## src/rtl/cpu_pkg.sv

```systemverilog
// Shared types for the CPU address path: addressing modes, sequencer states
// and the operand byte-count helper.
package cpu_pkg;

    localparam int ADDR_W = 24;

    typedef enum logic [1:0] {
        ABS    = 2'd0,
        LONG   = 2'd1,
        DP     = 2'd2,
        DP_EMU = 2'd3
    } addr_mode_t;

    typedef enum logic [1:0] {
        IDLE = 2'd0,
        CALC = 2'd1,
        XFER = 2'd2,
        DONE = 2'd3
    } seq_state_t;

    // A zero byte count still performs a single access.
    function automatic logic [1:0] clamp_nbytes(input logic [1:0] n);
        logic [1:0] r;
        if (n == 2'd0) begin
            r = 2'd1;
        end else begin
            r = n;
        end
        return r;
    endfunction

endpackage

```

## src/rtl/addr_sequencer_ea_calc.sv

```systemverilog
// Effective-address calculation for the CALC cycle: base+index with the
// wrap behaviour of each addressing mode.
module ea_calc
    import cpu_pkg::*;
(
    input  addr_mode_t          i_mode,
    input  logic [ADDR_W-1:0]   i_base,
    input  logic [15:0]         i_index,
    output logic [ADDR_W-1:0]   o_wdata,
    output logic                o_bank_inc
);

    logic [16:0] w_sum17;
    logic [7:0]  w_lo_emu;

    assign w_sum17  = {1'b0, i_base[15:0]} + {1'b0, i_index};
    assign w_lo_emu = i_base[7:0] + i_index[7:0];

    // Mode select: only ABS/LONG may carry into the bank byte.
    always_comb begin
        o_wdata    = {ADDR_W{1'b0}};
        o_bank_inc = 1'b0;
        case (i_mode)
            ABS, LONG: begin
                o_wdata    = {i_base[23:16], w_sum17[15:0]};
                o_bank_inc = w_sum17[16];
            end
            DP: begin
                o_wdata    = {8'h00, w_sum17[15:0]};
                o_bank_inc = 1'b0;
            end
            DP_EMU: begin
                o_wdata    = {8'h00, i_base[15:8], w_lo_emu};
                o_bank_inc = 1'b0;
            end
            default: begin
                o_wdata    = {ADDR_W{1'b0}};
                o_bank_inc = 1'b0;
            end
        endcase
    end

endmodule

```

## src/rtl/addr_sequencer.sv

```systemverilog
// Drives the 24-bit address register through one operand access: effective
// address load, then 1-3 byte steps honouring bank, DP and page wrap rules.
module addr_sequencer
    import cpu_pkg::*;
#(
    parameter int MAX_BYTES = 3
) (
    input  logic        clk,
    input  logic        reset,
    input  logic        cpu_en,
    input  logic        start,
    input  logic        abort,
    input  logic [1:0]  mode,
    input  logic [23:0] base,
    input  logic [15:0] index,
    input  logic [1:0]  nbytes,
    output logic [23:0] addr_wdata,
    output logic [2:0]  addr_write,
    output logic        addr_inc,
    output logic        addr_page_wrap,
    output logic        addr_bank_inc,
    output logic        addr_valid,
    output logic [1:0]  byte_idx,
    output logic        busy,
    output logic        done
);

    localparam int CNT_W = $clog2(MAX_BYTES + 1);

    seq_state_t         r_state;
    addr_mode_t         r_mode;
    logic [ADDR_W-1:0]  r_base;
    logic [15:0]        r_index;
    logic [CNT_W-1:0]   r_nbytes;
    logic [CNT_W-1:0]   r_cnt;
    logic [15:0]        r_cur_lo;

    logic [ADDR_W-1:0]  w_ea_wdata;
    logic               w_ea_bank_inc;
    logic               w_last;
    logic               w_dp_wrap;
    logic [15:0]        w_next_lo;

    ea_calc u_ea_calc (
        .i_mode     (r_mode),
        .i_base     (r_base),
        .i_index    (r_index),
        .o_wdata    (w_ea_wdata),
        .o_bank_inc (w_ea_bank_inc)
    );

    assign w_last    = (r_cnt == (r_nbytes - CNT_W'(1)));
    assign w_dp_wrap = (r_mode == DP) && (r_cur_lo == 16'hFFFF);
    // Only the low 16 bits are tracked: the bank byte matters to no step decision.
    assign w_next_lo = (r_mode == DP_EMU) ? {r_cur_lo[15:8], r_cur_lo[7:0] + 8'd1}
                                          : (r_cur_lo + 16'd1);

    // Sequencer state, latched request and internal copy of the current address.
    always_ff @(posedge clk) begin
        if (reset) begin
            r_state  <= IDLE;
            r_mode   <= ABS;
            r_base   <= {ADDR_W{1'b0}};
            r_index  <= 16'h0000;
            r_nbytes <= {CNT_W{1'b0}};
            r_cnt    <= {CNT_W{1'b0}};
            r_cur_lo <= 16'h0000;
        end else if (cpu_en) begin
            if (abort) begin
                r_state <= IDLE;
            end else begin
                case (r_state)
                    IDLE: begin
                        if (start) begin
                            r_mode   <= addr_mode_t'(mode);
                            r_base   <= base;
                            r_index  <= index;
                            r_nbytes <= CNT_W'(clamp_nbytes(nbytes));
                            r_state  <= CALC;
                        end
                    end
                    CALC: begin
                        r_cnt    <= {CNT_W{1'b0}};
                        r_cur_lo <= w_ea_wdata[15:0];
                        r_state  <= XFER;
                    end
                    XFER: begin
                        if (w_last) begin
                            r_state <= DONE;
                        end else begin
                            r_cnt    <= r_cnt + CNT_W'(1);
                            r_cur_lo <= w_next_lo;
                        end
                    end
                    DONE: begin
                        r_state <= IDLE;
                    end
                    default: begin
                        r_state <= IDLE;
                    end
                endcase
            end
        end
    end

    // Register controls decoded from state; reset and abort silence them at once.
    always_comb begin
        addr_wdata     = 24'h000000;
        addr_write     = 3'b000;
        addr_inc       = 1'b0;
        addr_page_wrap = 1'b0;
        addr_bank_inc  = 1'b0;
        addr_valid     = 1'b0;
        byte_idx       = 2'd0;
        busy           = 1'b0;
        done           = 1'b0;
        if (reset) begin
            busy = 1'b0;
        end else begin
            busy = (r_state != IDLE);
            if (abort && cpu_en) begin
                addr_valid = 1'b0;
            end else begin
                case (r_state)
                    IDLE: begin
                        addr_valid = 1'b0;
                    end
                    CALC: begin
                        addr_wdata    = w_ea_wdata;
                        addr_write    = 3'b111;
                        addr_bank_inc = w_ea_bank_inc;
                    end
                    XFER: begin
                        addr_valid = 1'b1;
                        byte_idx   = 2'(r_cnt);
                        if (w_last) begin
                            addr_inc = 1'b0;
                        end else if (w_dp_wrap) begin
                            addr_write = 3'b011;
                            addr_wdata = 24'h000000;
                        end else begin
                            addr_inc       = 1'b1;
                            addr_page_wrap = (r_mode == DP_EMU);
                        end
                    end
                    DONE: begin
                        done = 1'b1;
                    end
                    default: begin
                        addr_valid = 1'b0;
                    end
                endcase
            end
        end
    end

endmodule

```

## config.mk

```make
export PLATFORM = sky130hd
export DESIGN_NAME = addr_sequencer
export DESIGN_NICKNAME = d
export VERILOG_FILES = /design/src/rtl/cpu_pkg.sv /design/src/rtl/addr_sequencer_ea_calc.sv /design/src/rtl/addr_sequencer.sv
export SDC_FILE = /design/constraint.sdc
export NUM_CORES = 1
export LEC_CHECK = 0
export CORE_UTILIZATION = 40
export DETAILED_ROUTE_END_ITERATION = 10
export GPL_TIMING_DRIVEN = 0
export HOLD_SLACK_MARGIN = 0.08
export PLACE_DENSITY = 0.78
export SLEW_MARGIN = 20
export SYNTH_ARGS = -nofsm -noshare
export SYNTH_HDL_FRONTEND = slang
export SYNTH_SLANG_ARGS = --single-unit
```

## constraint.sdc

```tcl
create_clock -name clk -period 3.1 [get_ports clk]
set_input_delay 0.775 -clock clk [delete_from_list [all_inputs] [get_ports clk]]
set_output_delay 0.775 -clock clk [all_outputs]
set_load 0.02 [all_outputs]
```

==> results of run 1 <==
-- registers in the layout, indices dropped and copies added (netlist names) --
signal / cells
r_cnt: 2
r_state: 2
r_index: 16
r_cur_lo: 16
r_base: 24
r_mode: 2
r_nbytes: 2
-- layout make-up --
type                       instances  area, µm²
buffer                            28        129
clock buffer                      10        138
clock inverter                     6       43.8
fill                             821       3700
inverter                           7       26.3
multi-input combinational        419       2750
sequential                        64       1300
tap                              129        161
timing repair buffer             108        992
-- report_power, final --
group	leakage [nW]	switching (mW)	internal, mW
clock	0.0809	0.372	0.313
sequential	0.526	0.0225	0.845
combinational	1.54	0.144	0.144
total	2.15	0.538	1.30
-- metal layers --
metal | vias to the layer above | part of all wire | track usage
met5 | - | 0 | 0
met2 | 173 | 0.51 | 0.456
met1 | 2007 | 0.40 | 0.295
li1 | 2039 | - | -
met4 | 0 | 0.033 | 0.129
met3 | 40 | 0.056 | 0.0394
-- path summary, 6_finish.rpt --
kind                           start                        end  slack, ns  cells after the start
min reg2reg  r_base[22]$_SDFFE_PP0P_    r_base[22]$_SDFFE_PP0P_       0.46                      2
min          r_base[22]$_SDFFE_PP0P_    r_base[22]$_SDFFE_PP0P_       0.46                      2
max reg2reg   r_base[0]$_SDFFE_PP0P_  r_cur_lo[14]$_SDFFE_PP0P_       0.19                     14
max           r_base[0]$_SDFFE_PP0P_             addr_wdata[14]      -0.47                     10
-- layout by cell type (no fill, tap or decap), types with 9 or more instances in the layout --
cell	instances
dfxtp_1	50
buf_4	31
ha_1	9
clkdlybuf4s50_1	48
and2_1	13
clkbuf_1	17
and3_1	12
clkbuf_8	10
a21oi_1	62
nand2_1	125
dfxtp_2	12
o21ai_0	11
nor2_1	39
dlygate4sd2_1	16
-- worst max-delay path: stages, from the launching register on --
cell      delay (ns)
dfxtp_2         0.34
ha_4            0.16
fa_2            0.35
a21o_1          0.23
a221oi_4        0.33
o21ai_2         0.13
a311o_1         0.34
xor2_2          0.19
nand2_2         0.09
a21oi_4         0.14
buf_6           0.13
-- logic make-up (layout without fill, tap and decap cells) --
| group | after synthesis | after routing |
|---|---|---|
| adders and majority gates | 22 | 22 |
| AOI/OAI and AO/OA | 135 | 135 |
| muxes | 6 | 6 |
| DFF | 64 | 64 |
| xor gates and xnor gates | 17 | 17 |
| and+or+nand+nor | 238 | 239 |
| buffers and inverters | 37 | 159 |
-- metrics by stage --
stage	power, mW	setup TNS (ns)	util
after floorplan	1.00	0	-
after global placement	1.11	-28.01	0.522
after detailed placement	1.12	-28.93	0.522
after CTS	1.82	-2.75	0.583
after global routing	1.90	-3.08	0.600
final	1.84	-2.07	0.600
-- repair_timing --
item	4_1_cts	5_1_grt
gates resized for setup	137	41
cloned	1	0
pin swaps	23	28
endpoints found under the setup margin	35	29
setup buffers	22	8
==> results.cfg, run 1 <==
[detailed_routing]
postRouteAntennaNets = 0
initialDrtViolationCount = 221
routed_via_density = 5.52
num_vias = 4259
wl_mm = 12.5
drc = 0
wl_per_cell_um = 16.3
dr.pass1.iters = 5

[synthesis]
syn_area_per_cell_um2 = 7.34
yosysSeqAreaShare = 0.337
synth-compound-area-share = 0.215
synth-edff-count = 0
yosys_register_bits = 64
synthFlopType = dfxtp_1
synthSimpleGateAreaFrac = 0.280
synth_top_family_by_area = simple AND/OR/NAND/NOR gates
synth_common_cells = 128 x nand2_1, 70 x a21oi_1, 64 x dfxtp_1, 41 x nor2_1, 23 x clkbuf_1
async_flop_share = 0
yosysWarnings = 0
muxShareOfSynthArea = 0.0161
synth.area.top_cells = dfxtp_1 34%, nand2_1 13%, a21oi_1 9.2%, ha_1 6.9%, nor2_1 4.0%
synth-xor-area-share = 0.0391
synth_nets = 590
synth_fa_ha_area_frac = 0.0743
yosysMostFrequentCell = nand2_1
synth.distinct_cells = 49
synth_largest_area_cell = dfxtp_1
syn_inst = 519
yosysTopAreaCellShare = 0.337
syn_area_um2 = 3810

[placed_design]
hpwl_mm = 8.85
dp_cells = 731
gp_congestion = 0.910
port_buffers = 83
dpl_cell_area_um2 = 4820
place_ws_ns = -1.40

[finish]
drive_gt1_frac = 0.213
layout.nets = 708
diodes = 0
postLayoutCellArea_um2 = 5540
area_growth_pct = 45.5
stdcell_count = 771

[power_and_ir_drop]
peakVddDrop_v = 0.000187
p_per_area_nw_per_um2 = 332
p_leak_nw = 2.15

[floorplan]
start_util = 0.412
dieArea_um2 = 9910
die_height_um = 99.6
die_w_um = 99.6
coreArea_um2 = 9240
ios = 84
rows = 35

[critical_path]
crit_arrival_ns = 2.80
critPathKind = flip-flop to output port
cp_data_required_time_ns = 2.32
endpoint_kind = output port
start_kind = flip-flop
crit_fanout = 3

[sta]
fin_ws_ns = -0.471
max_freq_mhz = 280
finalSetupViolations = 8
final_max_slew_viol_count = 0
fin_crit_sh = 1.15
slew-limit-headroom = 0.605
rsz0062_at_grt = yes
hold_slack_ns = 0.460
fin_crit_ns = 3.57
finalClockSkew_ns = 0.0136
tightest_slew_ns = 0.592
hold_viol = 0

[cts]
cts_buffers = 9
cts_buffer_depth = 2
cts_sinks = 64
clkLatencyLatePin_ns = 0.37
cts_root_buf = clkbuf_8
cts-htree-levels = 3
hold_buffers = 0
cts_tree = yes
clkSlewWorstSetupHoldPaths_ns = 0.07

[global_route]
grt_use_total = 0.255
grt_max_degree = 13
grt_pass1_wl_mm = 19.7
antenna_found_initial = 0
grt_overflow = 0
first_global_vias = 4008

[flow_run]
cap_violations = 0

[status]
outcome = complete, but fails checks
failed_checks = negative setup slack

[worst_hold_path]
hold_class = flip-flop to flip-flop
No activity file was read; power rests on OpenSTA's default activity.
==> run 2: changes to the inputs <==
--- a/config.mk
+++ b/config.mk
@@ -10,6 +10,7 @@
 export GPL_TIMING_DRIVEN = 0
 export HOLD_SLACK_MARGIN = 0.08
 export PLACE_DENSITY = 0.78
+export SKIP_LAST_GASP = 1
 export SLEW_MARGIN = 20
 export SYNTH_ARGS = -nofsm -noshare
 export SYNTH_HDL_FRONTEND = slang
==> results.cfg, run 2 (synthesis gave the netlist of run 1 again) <==
[status]
outcome = complete, but fails checks
failed_checks = negative setup slack

[global_route]
grt_max_degree = 13
grt_use_total = 0.255
antenna_found_initial = 0
busiest_layer = met2
use_met1 = 0.292
grtUsageMet2 = 0.460
grt_overflow = 0
grt_pass1_wl_mm = 19.7
grt.met3_usage = 0.0394
first_global_vias = 4015

[detailed_routing]
drc = 0
initialDrtViolationCount = 210
wl_per_cell_um = 16.3
routed_via_density = 5.49
wl_mm = 12.6
postRouteAntennaNets = 0
num_vias = 4235
dr.pass1.iters = 5

[critical_path]
regToRegSetupSlack_ns = 0.20
critPathKind = flip-flop to output port
start_kind = flip-flop
worstPathCellList = ha_4, fa_2, a21o_1, a221oi_4, o21ai_2, a311o_1, xor2_2, nand2_2, a21oi_4, buf_6
critPathSlowestCell = fa_2
cp_data_required_time_ns = 2.32
worstReg2RegEnd = r_cur_lo[14]$_SDFFE_PP0P_
reg2reg_depth = 14
endpoint_kind = output port
crit_arrival_ns = 2.79
reg2reg_from = r_base[0]$_SDFFE_PP0P_
crit_fanout = 3
slowest_delay_ns = 0.35

[sta]
final_max_slew_viol_count = 0
fin_crit_sh = 1.15
slew-limit-headroom = 0.604
fin_crit_ns = 3.56
fin_ws_ns = -0.463
hold_viol = 0
max_freq_mhz = 281
finalSetupViolations = 8
hold_slack_ns = 0.460
finalClockSkew_ns = 0.0111
tightest_slew_ns = 0.594
rsz0062_at_grt = yes

[power_and_ir_drop]
power_mw = 1.84
p_per_area_nw_per_um2 = 333
p_leak_nw = 2.16
peakVddDrop_v = 0.000187

[cts]
cts-htree-levels = 3
clkLatencyLatePin_ns = 0.36
cts_buffer_depth = 2
clkSlewWorstSetupHoldPaths_ns = 0.07
cts_root_buf = clkbuf_8
cts_sinks = 64
cts_tree = yes
cts_buffers = 9
hold_buffers = 0

[placed_design]
gp_congestion = 0.910
port_buffers = 83
dp_cells = 731
dpl_cell_area_um2 = 4820
hpwl_mm = 8.85

[worst_hold_path]
holdPathStages = 2
min_to = r_base[22]$_SDFFE_PP0P_
worstHoldStart = r_base[22]$_SDFFE_PP0P_
hold_class = flip-flop to flip-flop

[floorplan]
coreArea_um2 = 9240
dieArea_um2 = 9910
ios = 84
rows = 35
die_w_um = 99.6
start_util = 0.412
die_height_um = 99.6

[finish]
final_cell_mix = 125 x nand2_1, 62 x a21oi_1, 51 x dfxtp_1
fin_util = 0.598
largest_reg_flops = 24
area_growth_pct = 45.1
diodes = 0
postLayoutCellArea_um2 = 5530
layout.nets = 708
nFillCells = 826
top_register = r_base
drive_gt1_frac = 0.209
reg_top3 = r_base (24), r_cur_lo (16), r_index (16)
final_common_cell = nand2_1
stdcell_count = 771

[flow_run]
cap_violations = 0
==> run 2: changes by cell type in the layout (fill, tap and decap cells not counted), sizes merged <==
| cell | change |
|---|---|
| dlygate4sd2 | -1 |
| dlymetal6s2s | +1 |
==> run 2: what timing repair did <==
item,4_1_cts,5_1_grt
gates resized for setup,130,42
pin swaps,23,28
gates cloned,1,0
setup buffers,22,8
setup endpoints to repair,35,29
==> run 2: worst max-delay path: cells and delay by family (launching register included) <==
family	cells	cell delay (ns)
buf+inv	1	0.13
flops	1	0.34
simple gates	1	0.09
fa+ha+maj	2	0.51
xor+xnor	1	0.19
compound gates	5	1.16
==> run 2: power by group <==
part	switching, mW	leakage [nW]	internal (mW)
clock network	0.372	0.0809	0.313
registers	0.0224	0.525	0.844
logic	0.144	1.56	0.144
total	0.539	2.16	1.30
==> run 2: stage by stage <==
step                setup WS, ns  setup TNS, ns
finish                    -0.463          -2.02
global route              -0.577          -3.22
CTS                       -0.521          -3.31
detailed placement         -1.40         -28.93
global placement           -1.36         -28.01
floorplan                0.00330              0
==> run 2: how the worst max path moves through the flow <==
stage / startpoint / endpoint / slack (ns) / cells past startpoint
6_report: r_base[0]$_SDFFE_PP0P_ / addr_wdata[14] / -0.46 / 10
5_1_grt: r_index[0]$_SDFFE_PP0P_ / addr_wdata[14] / -0.58 / 10
4_1_cts: r_base[0]$_SDFFE_PP0P_ / addr_wdata[14] / -0.52 / 10
3_5_place_dp: abort / addr_bank_inc / -1.40 / 7
3_3_place_gp: abort / addr_bank_inc / -1.36 / 7
2_1_floorplan: r_base[0]$_SDFFE_PP0P_ / addr_wdata[14] / 0.003 / 9
==> run 2: per-layer routing <==
| metal | share of wire | vias up |
|---|---|---|
| li1 | - | 2037 |
| met1 | 0.41 | 1983 |
| met2 | 0.51 | 170 |
| met3 | 0.049 | 45 |
| met4 | 0.033 | 0 |
| met5 | 0 | - |
==> run 2: final cells by class <==
class                   count  area (µm²)  area share
well taps                 129         161      0.0292
clock inverters             6        43.8     0.00793
multi-input cells         419        2740       0.495
flip-flops and latches     64        1300       0.236
plain buffers              28         129      0.0233
inverters                   7        26.3     0.00476
clock buffers              10         138      0.0249
repair buffers            108         988       0.179
